==> config.mk <==
export PLATFORM = sky130hd
export DESIGN_NAME = shift_ring_flat
export DESIGN_NICKNAME = d
export VERILOG_FILES = /design/src/rtl/shift_ring_if.sv /design/src/rtl/shift_ring.sv /design/src/flat_wrapper.sv
export SDC_FILE = /design/constraint.sdc
export NUM_CORES = 1
export LEC_CHECK = 0
export ABC_AREA = 1
export BUFFER_PORTS_ARGS = -buffer_cell sky130_fd_sc_hd__buf_4
export CAP_MARGIN = 20
export CORE_UTILIZATION = 40
export CTS_BUF_LIST = sky130_fd_sc_hd__clkbuf_2 sky130_fd_sc_hd__clkbuf_4 sky130_fd_sc_hd__clkbuf_8
export DETAILED_ROUTE_END_ITERATION = 16
export SLEW_MARGIN = 0
export SYNTH_ARGS = -nofsm -noshare
export SYNTH_HDL_FRONTEND = slang
export SYNTH_SLANG_ARGS = --single-unit
==> constraint.sdc <==
create_clock -name clk_i -period 2.2 [get_ports clk_i]
set_clock_uncertainty 0.1 [all_clocks]
set_input_delay 0.11 -clock clk_i [delete_from_list [all_inputs] [get_ports clk_i]]
set_output_delay 0.11 -clock clk_i [all_outputs]
set_load 0.01 [all_outputs]
==> src/rtl/shift_ring_if.sv <==
// Bundles the control, data and status signals of shift_ring.
// Clock and reset stay as plain ports on the module.
interface shift_ring_if #(
  parameter int WIDTH = 1,
  parameter int DEPTH = 8,
  parameter int CNT_W = 8
);
  logic                   en_i;
  logic [1:0]             mode_i;
  logic                   dir_i;
  logic [WIDTH-1:0]       data_i;
  logic [DEPTH*WIDTH-1:0] load_i;
  logic                   start_i;
  logic [CNT_W-1:0]       burst_len_i;
  logic [WIDTH-1:0]       data_o;
  logic [DEPTH*WIDTH-1:0] par_o;
  logic                   busy_o;
  logic                   done_o;

  modport master (
    output en_i, mode_i, dir_i, data_i, load_i, start_i, burst_len_i,
    input  data_o, par_o, busy_o, done_o
  );

  modport slave (
    input  en_i, mode_i, dir_i, data_i, load_i, start_i, burst_len_i,
    output data_o, par_o, busy_o, done_o
  );
endinterface

==> src/rtl/shift_ring.sv <==
// Multi-stage shift/rotate register with single-step operations and
// counted bursts that latch their mode and direction.
module shift_ring #(
  parameter int                         WIDTH     = 1,
  parameter int                         DEPTH     = 8,
  parameter logic [DEPTH*WIDTH-1:0]     RESET_VAL = 8'b10101010,
  parameter int                         CNT_W     = 8
) (
  input  logic         clk_i,
  input  logic         reset_i,
  shift_ring_if.slave  bus
);

  typedef enum logic [1:0] {M_HOLD, M_SHIFT, M_ROT, M_LOAD} mode_e;
  typedef enum logic {S_IDLE, S_BUSY} state_e;

  state_e                 state_q, state_d;
  logic [DEPTH*WIDTH-1:0] par_q, par_d;
  logic [CNT_W-1:0]       cnt_q, cnt_d;
  logic                   dir_q, dir_d;
  logic                   rot_q, rot_d;
  logic                   done_q, done_d;
  mode_e                  mode_in;
  logic                   dsel;

  // Entry stage is 0 for dir 0 and DEPTH-1 for dir 1; it gets data_i or the exiting stage.
  function automatic logic [DEPTH*WIDTH-1:0] step_f(
    input logic [DEPTH*WIDTH-1:0] cur,
    input logic                   rot,
    input logic                   dir,
    input logic [WIDTH-1:0]       din
  );
    logic [WIDTH-1:0] entry;
    if (!dir) begin
      entry = rot ? cur[DEPTH*WIDTH-1 -: WIDTH] : din;
      return {cur[(DEPTH-1)*WIDTH-1:0], entry};
    end else begin
      entry = rot ? cur[WIDTH-1:0] : din;
      return {entry, cur[DEPTH*WIDTH-1:WIDTH]};
    end
  endfunction

  assign mode_in = mode_e'(bus.mode_i);

  always_comb begin
    state_d = state_q;
    par_d   = par_q;
    cnt_d   = cnt_q;
    dir_d   = dir_q;
    rot_d   = rot_q;
    done_d  = 1'b0;
    case (state_q)
      S_IDLE: begin
        if (bus.start_i) begin
          if ((bus.burst_len_i != '0) && ((mode_in == M_SHIFT) || (mode_in == M_ROT))) begin
            state_d = S_BUSY;
            cnt_d   = bus.burst_len_i;
            dir_d   = bus.dir_i;
            rot_d   = (mode_in == M_ROT);
          end
        end else if (bus.en_i) begin
          case (mode_in)
            M_SHIFT: par_d = step_f(par_q, 1'b0, bus.dir_i, bus.data_i);
            M_ROT:   par_d = step_f(par_q, 1'b1, bus.dir_i, bus.data_i);
            M_LOAD:  par_d = bus.load_i;
            default: par_d = par_q;
          endcase
        end
      end
      S_BUSY: begin
        par_d = step_f(par_q, rot_q, dir_q, bus.data_i);
        cnt_d = cnt_q - CNT_W'(1);
        if (cnt_q == CNT_W'(1)) begin
          state_d = S_IDLE;
          done_d  = 1'b1;
        end
      end
      default: state_d = S_IDLE;
    endcase
  end

  always_ff @(posedge clk_i) begin
    if (reset_i) begin
      state_q <= S_IDLE;
      par_q   <= RESET_VAL;
      cnt_q   <= '0;
      dir_q   <= 1'b0;
      rot_q   <= 1'b0;
      done_q  <= 1'b0;
    end else begin
      state_q <= state_d;
      par_q   <= par_d;
      cnt_q   <= cnt_d;
      dir_q   <= dir_d;
      rot_q   <= rot_d;
      done_q  <= done_d;
    end
  end

  // Serial output follows the live dir_i when idle, the latched direction during a burst.
  assign dsel       = (state_q == S_BUSY) ? dir_q : bus.dir_i;
  assign bus.data_o = dsel ? par_q[WIDTH-1:0] : par_q[DEPTH*WIDTH-1 -: WIDTH];
  assign bus.par_o  = par_q;
  assign bus.busy_o = (state_q == S_BUSY);
  assign bus.done_o = done_q;

endmodule

==> src/flat_wrapper.sv <==
// flat-port wrapper written by rule: the top's interface ports become plain ports
module shift_ring_flat 
#(
  parameter int                         WIDTH     = 1,
  parameter int                         DEPTH     = 8,
  parameter logic [DEPTH*WIDTH-1:0]     RESET_VAL = 8'b10101010,
  parameter int                         CNT_W     = 8
)
  (clk_i, reset_i, bus_en_i, bus_mode_i, bus_dir_i, bus_data_i, bus_load_i, bus_start_i, bus_burst_len_i, bus_data_o, bus_par_o, bus_busy_o, bus_done_o);
  shift_ring_if #(.WIDTH(WIDTH), .DEPTH(DEPTH), .CNT_W(CNT_W)) bus_i ();
  input  logic clk_i;
  input  logic reset_i;
  input wire logic [$bits(bus_i.en_i)-1:0] bus_en_i;
  input wire logic [$bits(bus_i.mode_i)-1:0] bus_mode_i;
  input wire logic [$bits(bus_i.dir_i)-1:0] bus_dir_i;
  input wire logic [$bits(bus_i.data_i)-1:0] bus_data_i;
  input wire logic [$bits(bus_i.load_i)-1:0] bus_load_i;
  input wire logic [$bits(bus_i.start_i)-1:0] bus_start_i;
  input wire logic [$bits(bus_i.burst_len_i)-1:0] bus_burst_len_i;
  output wire logic [$bits(bus_i.data_o)-1:0] bus_data_o;
  output wire logic [$bits(bus_i.par_o)-1:0] bus_par_o;
  output wire logic [$bits(bus_i.busy_o)-1:0] bus_busy_o;
  output wire logic [$bits(bus_i.done_o)-1:0] bus_done_o;
  assign bus_i.en_i = bus_en_i;
  assign bus_i.mode_i = bus_mode_i;
  assign bus_i.dir_i = bus_dir_i;
  assign bus_i.data_i = bus_data_i;
  assign bus_i.load_i = bus_load_i;
  assign bus_i.start_i = bus_start_i;
  assign bus_i.burst_len_i = bus_burst_len_i;
  assign bus_data_o = bus_i.data_o;
  assign bus_par_o = bus_i.par_o;
  assign bus_busy_o = bus_i.busy_o;
  assign bus_done_o = bus_i.done_o;
  shift_ring #(.WIDTH(WIDTH), .DEPTH(DEPTH), .RESET_VAL(RESET_VAL), .CNT_W(CNT_W)) u_core (.clk_i(clk_i), .reset_i(reset_i), .bus(bus_i));
endmodule
-- After elaboration in Yosys (flattened, before gate mapping)
Index checks and enable logic that the tools add are counted.
- add/subtract/negate cells: 1
- eq/ne operators: 9
- mux-type cells: 19
- bitwise logic cells: 1
- reductions and logical operators: 7
- operators with widths (kind ; count):
    8-bit two-way mux ; 7
    8-bit one-hot mux with 2 select lines ; 2
    8-bit one-hot mux with 3 select lines ; 1
    8-bit by 1-bit equality test with 1-bit output (second input constant) ; 1
    1-bit two-way mux ; 8
    8-bit nonzero test ; 1
    8-bit by 1-bit subtractor with 8-bit output (second input constant) ; 1
    2-bit != test (second input constant) ; 3
    3-bit AND reduction ; 2
    2-bit equality test (second input constant) ; 2
    4-bit by 2-bit != test with 1-bit output (second input constant) ; 1
    2-bit by 1-bit equality test with 1-bit output (second input constant) ; 1
    2-bit by 1-bit != test with 1-bit output (second input constant) ; 1
    1-bit one-hot mux with 2 select lines ; 1
    2-bit AND reduction ; 1
    2-bit OR reduction ; 1
    1-bit logical AND ; 1
    1-bit logical OR ; 1
    1-bit inverter ; 1
- register bits after elaboration: 20
- input port bits: 24

-- Logic depth before layout (Yosys ltp)
- depth after elaboration: 6
- mapped depth: 9
- depth with buffers taken out: 9

-- Worst setup path before layout
OpenSTA, ideal clock, no wires.
- path type: reg-to-reg
- start: reg u_core.cnt_q[0]
- end: reg u_core.cnt_q[2]
- library setup time: 0.121 ns
- data arrival time: 1.082 ns
- required time: 1.979 ns
- slack: 0.897 ns
- cell stages (with the launch flop): 9
- path through: dfxtp_1 -> inv_1 -> ha_1 -> inv_1 -> nor2_1 -> o21ai_0 -> o21ai_0 -> nand2_1 -> a21oi_1
- longest elaborated chain between the ends: 2
- RTL lines (what ; line ; text):
    start, declared ; shift_ring.sv:19 ; logic [CNT_W-1:0] cnt_q, cnt_d;
    start signal, assigned ; shift_ring.sv:93 ; cnt_q <= cnt_d;
    8-bit by 1-bit subtractor with 8-bit output ; shift_ring.sv:72 ; cnt_d = cnt_q - CNT_W'(1);
    8-bit one-hot mux with 2 select lines ; shift_ring.sv:52 ; case (state_q)
Every way passes these cells.
A chain may end at the register's enable or synchronous reset.

-- Worst setup path after layout
- start: reg u_core.state_q, in the netlist u_core.bus.busy_o
- end: out bus_data_o
- longest elaborated chain between the ends: 2
- RTL lines (what ; line ; text):
    start, declared ; shift_ring.sv:17 ; state_e state_q, state_d;
    start signal, assigned ; shift_ring.sv:91 ; state_q <= state_d;
    1-bit two-way mux ; shift_ring.sv:101 ; assign dsel = (state_q == S_BUSY) ? dir_q : bus.dir_i;
    1-bit two-way mux ; shift_ring.sv:102 ; assign bus.data_o = dsel ? par_q[WIDTH-1:0] : par_q[DEPTH*WIDTH-1 -: WIDTH];
    end, declared ; flat_wrapper.sv:20 ; output wire logic [$bits(bus_i.data_o)-1:0] bus_data_o;
Every way passes these cells.

==> impl_metrics.json <==
{
  "outcome": "completed",
  "clockBufferDepth": 2,
  "fin_ws_ps": 429,
  "vias": 1728,
  "numClockSinks": 20,
  "grt_pass1_wl_mm": 7.13,
  "dieHeight_um": 64.6,
  "synth_area_leaders": "dfxtp_1, nand2_1, nand3_1",
  "cp-end-kind": "output port",
  "ys_seq_area_frac": 0.256,
  "synth_area_leader_cell": "dfxtp_1",
  "syn_area_per_cell_um2": 6.19,
  "power_density_nw_per_um2": 642,
  "port_buffers": 34,
  "fin_nets": 316,
  "drc_errors": 0,
  "synth_edf_count": 0,
  "rsz0062_at_grt": "false",
  "p_leak_nw": 0.924,
  "cts_tree": "built",
  "worstMarginPinSlew_ps": 499,
  "fill_cells": 403,
  "cp_cell_sequence": "buf_4 -> o21ai_0 -> o21ai_0 -> buf_4",
  "htreeDepth": 1,
  "fmax_mhz": 565,
  "drive_above_1_share": 0.210,
  "cts-buffers-inserted": 3,
  "clk_latency_ps": 270,
  "required_ps": 1990,
  "rows": 22,
  "fin_setup_tns_ps": 0,
  "synth_warnings": 0,
  "synth.most_common_cell": "nand2_1",
  "grt.total_usage": 0.217,
  "io_pins": 35,
  "syn_inst": 253,
  "synth_fp_nets": 282,
  "grt_max_degree": 18,
  "synth_ff_type": "dfxtp_1",
  "slew_headroom": 0.667,
  "ant_nets": 0,
  "die_x_um": 64.6,
  "root_buffer": "clkbuf_8",
  "antennaDiodeCount": 0,
  "overflow": 0,
  "synth_top_area_frac": 0.256,
  "area_growth_pct": 23.0,
  "slowest_delay_ps": 580,
  "drtPass1Iterations": 4,
  "avgRoutedWirePerCell_um": 12.6,
  "ys_seq_elements": 20,
  "critPathTopFamily": "flip-flops",
  "setup_viol": 0,
  "hold_violations": 0,
  "antenna_found_initial": 0,
  "start_kind": "flop",
  "drt-total-wl_mm": 4.19,
  "drv_slew": 0,
  "fin_crit_sh": 0.805,
  "ys_types": 24,
  "clk_pin_slew_ps": 90,
  "ys_top_cells_by_count": "nand2_1, inv_1, nand3_1",
  "core_um2": 3720,
  "place.gp.congestion": 0.795,
  "path_buf_inv": 2,
  "viasPerCell": 5.17,
  "dp_hpwl_mm": 3.09,
  "async_flop_share": 0,
  "die-area_um2": 4170,
  "hold_class": "in -> reg",
  "worstPathArrival_ps": 1560,
  "start_util": 0.422,
  "crit_slowest_cell": "dfxtp_1",
  "cap_viol_max_count": 0,
  "min_period_ps": 1770,
  "grt_pass1_vias": 1634,
  "pre_cts_slack_ps": 709,
  "synthesis.area_um2": 1570,
  "peakVddDrop_v": 0.000522,
  "first_iter_violations": 135,
  "path_max_fanout": 13,
  "worst-setup-path-type": "reg -> out"
}
[cell type report]
class / instances / area, um2 / share of cell area
Tap cell: 48 / 60.1 / 0.0312
Inverter: 37 / 146 / 0.0760
Multi-Input combinational cell: 187 / 961 / 0.499
Clock buffer: 3 / 41.3 / 0.0214
Sequential cell: 20 / 400 / 0.208
Clock inverter: 1 / 30.0 / 0.0156
Timing Repair Buffer: 38 / 288 / 0.149
[kinds of logic (layout without fill, tap and decap cells)]
logic type,Yosys count,count (layout),synth area share
buffers and inverters,46,79,0.131
flip-flops,20,20,0.256
AO/OA/AOI/OAI,57,57,0.198
AND/OR/NAND/NOR,125,125,0.375
adder cells (fa/ha/maj),5,5,0.0399
[sequential cells by signal (all words and copies together), names as in the netlist]
name / flops
u_core.bus.busy_o: 1
u_core.bus.done_o: 1
u_core.bus.par_o: 8
u_core.cnt_q: 8
u_core.dir_q: 1
u_core.rot_q: 1
[where the power goes]
part | internal [mW] | total, mW | switching [mW]
combinational | 0.168 | 0.395 | 0.227
clock | 0.243 | 0.385 | 0.142
sequential | 0.400 | 0.458 | 0.0575
[layout by cell type (no fill, tap or decap), drive strengths merged]
cell type / n
nor3: 1
a21oi: 22
nand2: 59
nor2: 25
dlygate4sd3: 1
dfxtp: 20
nand3: 34
clkbuf: 3
and3: 1
bufinv: 1
inv: 37
o21ai: 31
o211ai: 4
buf: 37
ha: 5
nand4: 5
[per-layer routing]
metal | global-route usage | up-vias | part of all wire
li1 | - | 892 | -
met5 | 0 | - | 0
met2 | 0.388 | 58 | 0.49
met1 | 0.256 | 772 | 0.45
met4 | 0.0750 | 0 | 0.013
met3 | 0.0387 | 6 | 0.043
[path summary, 6_finish.rpt]
path,cells after the start,end,slack (ps),from
setup / recovery,4,bus_data_o,430,u_core.bus.busy_o$_SDFF_PP0_
hold / removal,3,u_core.dir_q$_SDFFE_PP0P_,90,bus_dir_i
setup reg to reg,8,u_core.cnt_q[2]$_SDFFE_PP0P_,710,u_core.cnt_q[0]$_SDFFE_PP0P_
hold reg to reg,2,u_core.cnt_q[1]$_SDFFE_PP0P_,410,u_core.cnt_q[1]$_SDFFE_PP0P_
[worst reg2reg max path, delay by kind of cell, from the launching register on]
family	cells	cell delay [ps]
AND/OR/NAND/NOR	2	120
buffers and inverters	2	180
flip-flops	1	400
adder cells (fa/ha/maj)	1	280
AO/OA/AOI/OAI	3	300
[metrics by stage]
| stage | std cells | area, um2 | utilization | power [mW] | hold slack [ps] |
|---|---|---|---|---|---|
| 2_1_floorplan | 253 | 1570 | - | 0.725 | 253 |
| 3_3_place_gp | 329 | 1850 | 0.497 | 0.858 | 266 |
| 3_5_place_dp | 329 | 1850 | 0.497 | 0.855 | 269 |
| 4_1_cts | 334 | 1930 | 0.519 | 1.24 | 92.7 |
| 5_1_grt | 334 | 1930 | 0.519 | 1.32 | 80.1 |
| 6_report | 334 | 1930 | 0.519 | 1.24 | 88.5 |
[repair_timing]
item	4_1_cts	5_1_grt
hold buffers	1	0
setup buffers	0	0
hold endpoints to repair	1	0
endpoints found under the setup margin	0	0
gates resized for setup	0	0
(Power assumes the default switching activity.)
